--- config.mk ---
export PLATFORM = sky130hd
export DESIGN_NAME = uart_bus_bridge
export DESIGN_NICKNAME = d
export VERILOG_FILES = /design/src/rtl/uart_bus_bridge.sv
export SDC_FILE = /design/constraint.sdc
export NUM_CORES = 1
export LEC_CHECK = 0
export BUFFER_PORTS_ARGS = -buffer_cell sky130_fd_sc_hd__buf_2
export CORE_MARGIN = 4
export CORE_UTILIZATION = 56
export DETAILED_ROUTE_END_ITERATION = 6
export GPL_TIMING_DRIVEN = 0
export PLACE_DENSITY = 0.89
export SYNTH_ARGS = -nofsm -noshare
export SYNTH_HDL_FRONTEND = slang
export SYNTH_SLANG_ARGS = --single-unit
--- constraint.sdc ---
create_clock -name clk -period 3 [get_ports clk]
set_input_delay 0.45 -clock clk [delete_from_list [all_inputs] [get_ports clk]]
set_output_delay 0.45 -clock clk [all_outputs]
set_load 0.03 [all_outputs]
--- src/rtl/uart_bus_bridge.sv ---
// uart_bus_bridge: host-side debug/loader bridge. Parses 'W'/'R' commands
// arriving as UART bytes, issues the matching bus cycle while holding the core
// off the bus with cpu_halt, and returns the response bytes to the transmitter.
//
// Handshakes: rx_valid is a one-cycle strobe and is only consumed in IDLE,
// ADDR and DATA (dropped elsewhere). tx_send is a one-cycle strobe issued only
// after tx_busy was observed low; tx_busy is then ignored for one cycle
// (RESP_GAP) because the transmitter raises it one cycle after tx_send.
// MemWrite is a single-cycle strobe; bus_rd is held READ_LATENCY cycles and
// HRDATA is sampled on the last of them.
module uart_bus_bridge #(
  parameter int ADDR_W         = 32,
  parameter int DATA_W         = 32,
  parameter int READ_LATENCY   = 1,
  parameter int TIMEOUT_CYCLES = 1000000
) (
  input  logic              clk,
  input  logic              reset,
  input  logic [7:0]        rx_data,
  input  logic              rx_valid,
  output logic [7:0]        tx_data,
  output logic              tx_send,
  input  logic              tx_busy,
  output logic [ADDR_W-1:0] HADDR,
  output logic [DATA_W-1:0] HWDATA,
  output logic              MemWrite,
  output logic              bus_rd,
  input  logic [DATA_W-1:0] HRDATA,
  output logic              cpu_halt,
  output logic              cmd_error,
  output logic [2:0]        dbg_state
);

  localparam int AB    = ADDR_W / 8;
  localparam int DB    = DATA_W / 8;
  localparam int CNT_W = 8;
  localparam int LAT_W = 3;
  localparam int TO_W  = $clog2(TIMEOUT_CYCLES + 1);

  typedef enum logic [2:0] {
    S_IDLE, S_ADDR, S_DATA, S_BUS_WR, S_BUS_RD, S_RESP, S_RESP_GAP, S_RESP_WAIT
  } state_t;

  state_t            state, state_d;
  logic              is_wr, is_wr_d;
  logic [CNT_W-1:0]  byte_cnt, byte_cnt_d;
  logic [CNT_W-1:0]  resp_left, resp_left_d;
  logic [TO_W-1:0]   idle_cnt, idle_cnt_d;
  logic [LAT_W-1:0]  lat_cnt, lat_cnt_d;
  logic [DATA_W-1:0] resp_sr, resp_sr_d;
  logic [7:0]        tx_data_d;
  logic              tx_send_d, mem_write_d, bus_rd_d, cpu_halt_d, cmd_error_d;
  logic [ADDR_W-1:0] haddr_d;
  logic [DATA_W-1:0] hwdata_d;

  assign dbg_state = state;

  // State, counters and all registered outputs.
  always_ff @(posedge clk or negedge reset) begin
    if (!reset) begin
      state     <= S_IDLE;
      is_wr     <= 1'b0;
      byte_cnt  <= '0;
      resp_left <= '0;
      idle_cnt  <= '0;
      lat_cnt   <= '0;
      resp_sr   <= '0;
      tx_data   <= '0;
      tx_send   <= 1'b0;
      HADDR     <= '0;
      HWDATA    <= '0;
      MemWrite  <= 1'b0;
      bus_rd    <= 1'b0;
      cpu_halt  <= 1'b0;
      cmd_error <= 1'b0;
    end else begin
      state     <= state_d;
      is_wr     <= is_wr_d;
      byte_cnt  <= byte_cnt_d;
      resp_left <= resp_left_d;
      idle_cnt  <= idle_cnt_d;
      lat_cnt   <= lat_cnt_d;
      resp_sr   <= resp_sr_d;
      tx_data   <= tx_data_d;
      tx_send   <= tx_send_d;
      HADDR     <= haddr_d;
      HWDATA    <= hwdata_d;
      MemWrite  <= mem_write_d;
      bus_rd    <= bus_rd_d;
      cpu_halt  <= cpu_halt_d;
      cmd_error <= cmd_error_d;
    end
  end

  // Next-state and next-output logic. The BUS_WR cycle and the last BUS_RD
  // cycle start the first response byte directly when the transmitter is
  // idle, so the response follows the bus cycle without an extra RESP cycle.
  always_comb begin
    state_d     = state;
    is_wr_d     = is_wr;
    byte_cnt_d  = byte_cnt;
    resp_left_d = resp_left;
    idle_cnt_d  = idle_cnt;
    lat_cnt_d   = lat_cnt;
    resp_sr_d   = resp_sr;
    tx_data_d   = tx_data;
    tx_send_d   = 1'b0;
    haddr_d     = HADDR;
    hwdata_d    = HWDATA;
    mem_write_d = 1'b0;
    bus_rd_d    = 1'b0;
    cpu_halt_d  = cpu_halt;
    cmd_error_d = 1'b0;
    case (state)
      S_IDLE: begin
        if (rx_valid) begin
          cpu_halt_d = 1'b1;
          byte_cnt_d = '0;
          idle_cnt_d = '0;
          if (rx_data == 8'h57 || rx_data == 8'h52) begin
            is_wr_d = (rx_data == 8'h57);
            state_d = S_ADDR;
          end else begin
            cmd_error_d = 1'b1;
            resp_sr_d   = DATA_W'(8'h3F) << (DATA_W - 8);
            resp_left_d = CNT_W'(1);
            state_d     = S_RESP;
          end
        end
      end
      S_ADDR, S_DATA: begin
        // The timeout wins over a byte arriving in the same cycle.
        if (idle_cnt == TO_W'(TIMEOUT_CYCLES - 1)) begin
          cmd_error_d = 1'b1;
          cpu_halt_d  = 1'b0;
          state_d     = S_IDLE;
        end else if (rx_valid) begin
          idle_cnt_d = '0;
          byte_cnt_d = byte_cnt + 1'b1;
          if (state == S_ADDR) begin
            haddr_d = (HADDR << 8) | ADDR_W'(rx_data);
            if (byte_cnt == CNT_W'(AB - 1)) begin
              byte_cnt_d = '0;
              if (is_wr) begin
                state_d = S_DATA;
              end else begin
                bus_rd_d  = 1'b1;
                lat_cnt_d = '0;
                state_d   = S_BUS_RD;
              end
            end
          end else begin
            hwdata_d = (HWDATA << 8) | DATA_W'(rx_data);
            if (byte_cnt == CNT_W'(DB - 1)) begin
              byte_cnt_d  = '0;
              mem_write_d = 1'b1;
              state_d     = S_BUS_WR;
            end
          end
        end else begin
          idle_cnt_d = idle_cnt + 1'b1;
        end
      end
      S_BUS_WR: begin
        if (!tx_busy) begin
          tx_send_d   = 1'b1;
          tx_data_d   = 8'h4B;
          resp_left_d = '0;
          state_d     = S_RESP_GAP;
        end else begin
          resp_sr_d   = DATA_W'(8'h4B) << (DATA_W - 8);
          resp_left_d = CNT_W'(1);
          state_d     = S_RESP;
        end
      end
      S_BUS_RD: begin
        if (lat_cnt == LAT_W'(READ_LATENCY - 1)) begin
          if (!tx_busy) begin
            tx_send_d   = 1'b1;
            tx_data_d   = HRDATA[DATA_W-1 -: 8];
            resp_sr_d   = HRDATA << 8;
            resp_left_d = CNT_W'(DB - 1);
            state_d     = S_RESP_GAP;
          end else begin
            resp_sr_d   = HRDATA;
            resp_left_d = CNT_W'(DB);
            state_d     = S_RESP;
          end
        end else begin
          bus_rd_d  = 1'b1;
          lat_cnt_d = lat_cnt + 1'b1;
        end
      end
      S_RESP: begin
        if (!tx_busy) begin
          tx_send_d   = 1'b1;
          tx_data_d   = resp_sr[DATA_W-1 -: 8];
          resp_sr_d   = resp_sr << 8;
          resp_left_d = resp_left - 1'b1;
          state_d     = S_RESP_GAP;
        end
      end
      S_RESP_GAP: state_d = S_RESP_WAIT;
      S_RESP_WAIT: begin
        if (!tx_busy) begin
          if (resp_left != '0) begin
            state_d = S_RESP;
          end else begin
            cpu_halt_d = 1'b0;
            state_d    = S_IDLE;
          end
        end
      end
      default: state_d = S_IDLE;
    endcase
  end

endmodule

==> results of run 1 <==
[layout make-up]
cell class,instances,area (um^2)
well taps,172,215
repair buffers,124,654
clock buffers,19,433
fillers,908,3970
inverters,19,71.3
clock inverters,12,151
flip-flops and latches,152,3800
multi-input cells,493,3170
plain buffers,36,145
[what timing repair did]
item / in CTS / in global routing
hold buffers: 1 / 0
buffers inserted: 0 / 0
endpoints found under the hold margin: 50 / 0
[sequential cells by signal, indices dropped and copies added, names as in the netlist, 8 cells and up]
| signal | flops |
|---|---|
| HADDR | 32 |
| HWDATA | 32 |
| resp_sr | 32 |
| idle_cnt | 20 |
| byte_cnt | 8 |
| resp_left | 8 |
| tx_data | 8 |
[per-layer routing]
metal / track usage [%] / part of all wire (%)
met3: 5.55 / 6.4
met2: 45.0 / 51
met1: 33.5 / 40
met4: 9.52 / 2.7
met5: 0 / 0
[where the power goes]
| part | internal (mW) | switching, mW |
|---|---|---|
| sequential | 2.68 | 0.471 |
| clock | 1.30 | 0.862 |
| combinational | 1.16 | 2.44 |
| total | 5.15 | 3.77 |
[cell families (layout without fill, tap and decap cells)]
| group | Yosys count | after routing | synth area share [%] |
|---|---|---|---|
| and+or+nand+nor | 208 | 208 | 14.0 |
| xor gates and xnor gates | 10 | 10 | 1.22 |
| AOI/OAI and AO/OA | 185 | 185 | 15.0 |
| DFF | 152 | 152 | 52.9 |
| buffers and inverters | 55 | 210 | 3.01 |
| muxes | 84 | 84 | 12.8 |
| adders and majority gates | 6 | 6 | 1.04 |
[placed cells by master, fill, tap and decap left out, drive strengths merged, types with 3 or more instances in the layout]
cell type,n
nand2,73
a21o,4
o31ai,8
dfrtp,152
o21ai,81
bufinv,3
a31oi,3
a22oi,5
or3,9
buf,136
mux2,65
clkinv,6
a21oi,60
nand4,10
ha,6
or2,3
nor4,4
and3,4
inv,20
xor2,3
nand2b,5
mux2i,19
nor2b,8
xnor2,7
o221ai,6
clkbuf,42
nor2,53
and4,3
nor3,12
nand3b,3
nand3,10
and2,3
[path summary, 6_finish.rpt]
path,from,to,slack (ps),cells after the start
max,idle_cnt[10]$_DFFE_PN0P_,HWDATA[19]$_DFFE_PN0P_,230,6
min,HRDATA[6],resp_sr[6]$_DFFE_PN0P_,260,3
max reg2reg,idle_cnt[10]$_DFFE_PN0P_,HWDATA[19]$_DFFE_PN0P_,230,6
min reg2reg,resp_sr[6]$_DFFE_PN0P_,resp_sr[6]$_DFFE_PN0P_,480,2
max in group asynchronous,reset,idle_cnt[12]$_DFFE_PN0P_,1630,3
min in group asynchronous,reset,resp_sr[1]$_DFFE_PN0P_,530,2
[metrics by stage]
step / instances / TNS (ps) / util, % / setup WS, ps / power (mW)
after floorplan: 700 / 0 / - / 666 / 5.56
after global placement: 994 / -105800 / 63.5 / -708 / 6.53
after detailed placement: 995 / 0 / 63.8 / 235 / 6.70
after CTS: 1027 / 0 / 68.5 / 260 / 8.90
after global routing: 1027 / 0 / 68.5 / 51.3 / 9.42
final: 1027 / 0 / 68.5 / 234 / 8.92
[critical path, cell delays in order, from the launching register on]
cell and delay [ps]:
dfrtp_1 410, or4_4 560, nor4_4 410, nand2_1 230, nand4_1 310, buf_2 340
mux2_2 390
==> run_results.csv, run 1 <==
group,metric,value,unit
worst_setup_path,cp-end-kind,"register",
cells_and_area,syn_to_final_growth,20.2,%
floorplan,ioPinCount,124,
timing,worst_slew_pin_slew,783,ps
clock_network,clock_slew_at_the_register_clock_pins_of_the_worst_setup_and_hold_paths,70,ps
cells_and_area,finalNetCount,893,
timing,min_period,2770,ps
logic_synthesis,synthMostInstantiatedCell,"dfrtp_1",
cells_and_area,finish.instance_area,8650,um^2
route,vias_per_cell,5.91,
logic_synthesis,synth_top_area_cell,"dfrtp_1",
clock_network,post_cts.resized_instances,0,
route,initialDrtViolationCount,494,
flow_run,timing.max_cap.violations,0,
global_route,largest_net_degree_at_the_start_of_global_routing,103,
logic_synthesis,synth_area_leaders,"dfrtp_1 53%, mux2_2 10%, o21ai_0 5.4%",
logic_synthesis,post_synth_inst_count,700,
logic_synthesis,post_synthesis_sequential_area_ratio,52.9,%
timing,slew_viol_final,0,
cells_and_area,antenna-diode-count,0,
floorplan,die_height,121,um
timing,setup_viol,0,
logic_synthesis,synth.lib_cells_used.distinct,55,
timing,max_clock_freq,362,MHz
pwr,cellLeakagePower,4.12,nW
clock_network,clock-sinks,152,
clock_network,tritoncts,"built",
logic_synthesis,synthesis_warnings,0,
logic_synthesis,synth_enable_flop_cells,0,
floorplan,floorplan.initialDensity,57.0,%
logic_synthesis,post_synth_instance_area,7190,um^2
logic_synthesis,ys_ff_latch,152,
route,drtPass1Iterations,5,
timing,fin_worst_skew,11.7,ps
global_route,first_global_vias,5939,
pwr,vdd_ir_drop_max,651,uV
logic_synthesis,synth_flop_cell,"dfrtp_1",
place,gp_congestion,0.906,
global_route,track_usage,26.5,%
worst_hold_path,hold_path_class,"in2reg",
timing,rsz0062_at_grt,"false",
floorplan,die_outline_area,14700,um^2
logic_synthesis,synth_commonest_cells,"152 x dfrtp_1, 78 x o21ai_0, 73 x nand2_1",
logic_synthesis,synth.net_count,750,
timing,final_min_period_over_clock_period,92.2,%
route,remaining_drc_errors,0,
place,dpl-instance-area,8050,um^2
floorplan,die_width,121,um
global_route,grt_pass1_wl,30600,um
logic_synthesis,async_reset_ff_share,100,%
worst_setup_path,cp_data_arrival_time,3070,ps
timing,final_hold_viol_count,0,
timing,slew_headroom,47.7,%
run_status,run_status,"completed",
cells_and_area,layout_cell_share_with_drive_strength_beyond_1,27.1,%
route,route.antenna.remaining_nets,0,
route,postRouteWirelength,18700,um
place,port-buffer-count,122,
global_route,grt_antenna_before_repair,0,
clock_network,clock_latency_on_the_worst_skew_pair,430,ps
place,detailed_place_hpwl,13100,um
global_route,globalRouteOverflowTotal,0,
route,vias,6073,
worst_setup_path,critPathRequiredTime,3310,ps
pwr,power-per-cell-area,1030,nW/um^2
logic_synthesis,synth_largest_type_area_fraction,52.9,%
floorplan,floorplan.core_area,12600,um^2
timing,whs,262,ps
floorplan,num_rows,41,
clock_network,htree_levels,4,
worst_setup_path,worstPathMaxFanout,10,
worst_setup_path,worst-setup-path-type,"reg2reg",
route,detail_route.wl_per_cell,18.2,um
clock_network,ctsLongestPathBuffers,2,
logic_synthesis,average_footprint_of_a_synthesized_cell,10.3,um^2
clock_network,tritoncts.num_buffers,17,
worst_setup_path,nature_of_the_critical_path_startpoint,"register",
clock_network,cts_root_buf,"clkbuf_16",
Power figures use the tool's default switching activity.
==> run 2: changes to the inputs <==
- REMOVE_ABC_BUFFERS: unset -> 1
==> run 2 against run 1 <==
Sequential share of layout area up 0.28 points. Hold slack worse by 260 ps. Global-route usage down 1.1 points. Largest power group unchanged. Critical endpoint is now HWDATA[28]$_DFFE_PN0P_. Highest routed layer unchanged. Critical path depth up 1. Wire length down 4.8%. First-iteration DRC count up 28%. Fmax down 3.7%. Combinational power down 6.4%.
==> run_results.csv, run 2 (same netlist as run 1, synthesis figures left out) <==
group,metric,value,unit
worst_setup_path,timing.rr.end,"HWDATA[28]$_DFFE_PN0P_",
floorplan,ioPinCount,124,
place,dpl-instance-area,7950,um^2
worst_setup_path,crit_path_top_delay_cell,"or4_4",
worst_setup_path,critical_path.top_delay_family,"simple AND/OR/NAND/NOR gates",
cells_and_area,finish.instance_area,8600,um^2
timing,worst_slew_pin_slew,953,ps
pwr,power-per-cell-area,1030,nW/um^2
pwr,cellLeakagePower,4.11,nW
route,vias_per_cell,5.95,
clock_network,clock_slew_at_the_register_clock_pins_of_the_worst_setup_and_hold_paths,60,ps
cells_and_area,layout.cells.most_common_list,"150 x dfrtp_1, 122 x buf_2, 78 x o21ai_0",
cells_and_area,layout_top_registers,"HADDR x32, HWDATA x32, resp_sr x32",
worst_setup_path,worst-setup-path-type,"reg2reg",
timing,slew_viol_final,0,
clock_network,ctsLongestPathBuffers,2,
cells_and_area,num-fill-cells,919,
floorplan,die_outline_area,14700,um^2
clock_network,tritoncts,"built",
worst_setup_path,worstPathMaxFanout,16,
cells_and_area,syn_to_final_growth,19.6,%
clock_network,htree_levels,4,
clock_network,tritoncts.num_buffers,17,
global_route,globalRouteOverflowTotal,0,
worst_setup_path,critical_path.n_buffers_inverters,2,
worst_setup_path,regToRegStartpoint,"idle_cnt[10]$_DFFE_PN0P_",
run_status,run_status,"completed",
worst_setup_path,ff2ff_setup_slack,130,ps
timing,tns,0,ps
route,remaining_drc_errors,0,
floorplan,floorplan.initialDensity,57.0,%
worst_setup_path,cp_common_cell,"buf_8",
timing,rsz0062_at_grt,"false",
place,port-buffer-count,123,
worst_setup_path,cp-end-kind,"register",
place,gp_congestion,0.799,
global_route,first_global_vias,5870,
pwr,vdd_ir_drop_max,649,uV
timing,final_min_period_over_clock_period,95.7,%
global_route,track_usage,25.4,%
floorplan,die_height,121,um
cells_and_area,layout.cells.most_common,"dfrtp_1",
worst_setup_path,nature_of_the_critical_path_startpoint,"register",
global_route,grt_antenna_before_repair,0,
clock_network,clock-sinks,152,
timing,fin_worst_skew,9.91,ps
route,route.antenna.remaining_nets,0,
timing,layout_setup_ws,129,ps
worst_setup_path,critPathRequiredTime,3300,ps
floorplan,num_rows,41,
floorplan,die_width,121,um
route,detail_route.wl_per_cell,17.9,um
clock_network,cts_root_buf,"clkbuf_16",
clock_network,clock_latency_on_the_worst_skew_pair,430,ps
floorplan,floorplan.core_area,12600,um^2
place,detailed_place_hpwl,11400,um
global_route,largest_net_degree_at_the_start_of_global_routing,87,
timing,setup_viol,0,
worst_setup_path,worst-r2r-cell-count,7,
flow_run,timing.max_cap.violations,0,
timing,final_hold_viol_count,0,
cells_and_area,finalNetCount,859,
worst_setup_path,cp_cell_sequence,"or4_4 -> nor4_4 -> nand2_2 -> nand4_1 -> buf_8 -> buf_8 -> mux2_2",
cells_and_area,final_design_utilization,68.2,%
timing,max_clock_freq,348,MHz
worst_hold_path,hold_path_class,"in2async",
route,initialDrtViolationCount,634,
worst_setup_path,cp_data_arrival_time,3170,ps
cells_and_area,layout_cell_share_with_drive_strength_beyond_1,29.1,%
timing,slew_headroom,36.4,%
place,dpl_worst_slack,-451,ps
global_route,grt_pass1_wl,29600,um
timing,min_period,2870,ps
route,postRouteWirelength,17800,um
route,drtPass1Iterations,5,
route,vias,5923,
worst_setup_path,timing.critical_path.slowest_cell_delay,550,ps
## run 2: cell type report
class	count	area [um^2]	area share, %
antenna	1	2.50	0.0291
timing repair buffer	126	679	7.90
clock inverter	10	140	1.63
multi-input combinational	493	3210	37.3
sequential	152	3810	44.3
inverter	19	75.1	0.872
tap	172	215	2.50
clock buffer	22	474	5.51
## run 2: worst reg2reg max path, stage by stage, from the launching register on
cell and delay, ps:
dfrtp_1 410, or4_4 550, nor4_4 380, nand2_2 290, nand4_1 370, buf_8 230
buf_8 170, mux2_2 350
## run 2: per-layer routing
layer | GRT usage [%] | share of wire, % | up-vias
li1 | - | - | 2730
met1 | 31.3 | 38 | 2886
met2 | 42.0 | 52 | 247
met3 | 6.43 | 6.1 | 60
met4 | 11.8 | 3.7 | 0
met5 | 0 | 0 | -
## run 2: worst max path at each step
| stage | start | to | slack (ps) | cells after the start |
|---|---|---|---|---|
| floorplan | dbg_state[2]$_DFFE_PN0P_ | resp_sr[30]$_DFFE_PN0P_ | -190 | 5 |
| global placement | dbg_state[2]$_DFFE_PN0P_ | resp_sr[30]$_DFFE_PN0P_ | -880 | 5 |
| detailed placement | dbg_state[0]$_DFFE_PN0P_ | resp_sr[29]$_DFFE_PN0P_ | -450 | 5 |
| CTS | dbg_state[1]$_DFFE_PN0P_ | resp_sr[27]$_DFFE_PN0P_ | 30 | 5 |
| global route | idle_cnt[10]$_DFFE_PN0P_ | HWDATA[28]$_DFFE_PN0P_ | 2 | 7 |
| finish | idle_cnt[10]$_DFFE_PN0P_ | HWDATA[28]$_DFFE_PN0P_ | 130 | 7 |
## run 2: timing repair
| item | in CTS | in global routing |
|---|---|---|
| gates resized for setup | 7 | 6 |
| buffers inserted | 0 | 0 |
| pin swaps | 0 | 0 |
| gates cloned | 0 | 0 |
| endpoints found under the setup margin | 70 | 26 |
| hold buffers | 0 | 0 |
## run 2: report_power, final
group	leakage, nW	switching, mW	internal [mW]	total (mW)
clock network	0.305	0.851	1.38	2.23
logic	1.79	2.26	1.11	3.37
registers	2.01	0.586	2.69	3.27
## run 2: through the flow
step | hold WS (ps) | total power [mW] | cells
after floorplan | 154 | 5.45 | 664
after global placement | 454 | 6.35 | 959
after detailed placement | 458 | 6.52 | 962
after CTS | 33.1 | 8.84 | 994
after global routing | 53.3 | 9.38 | 994
final | 6.05 | 8.87 | 995
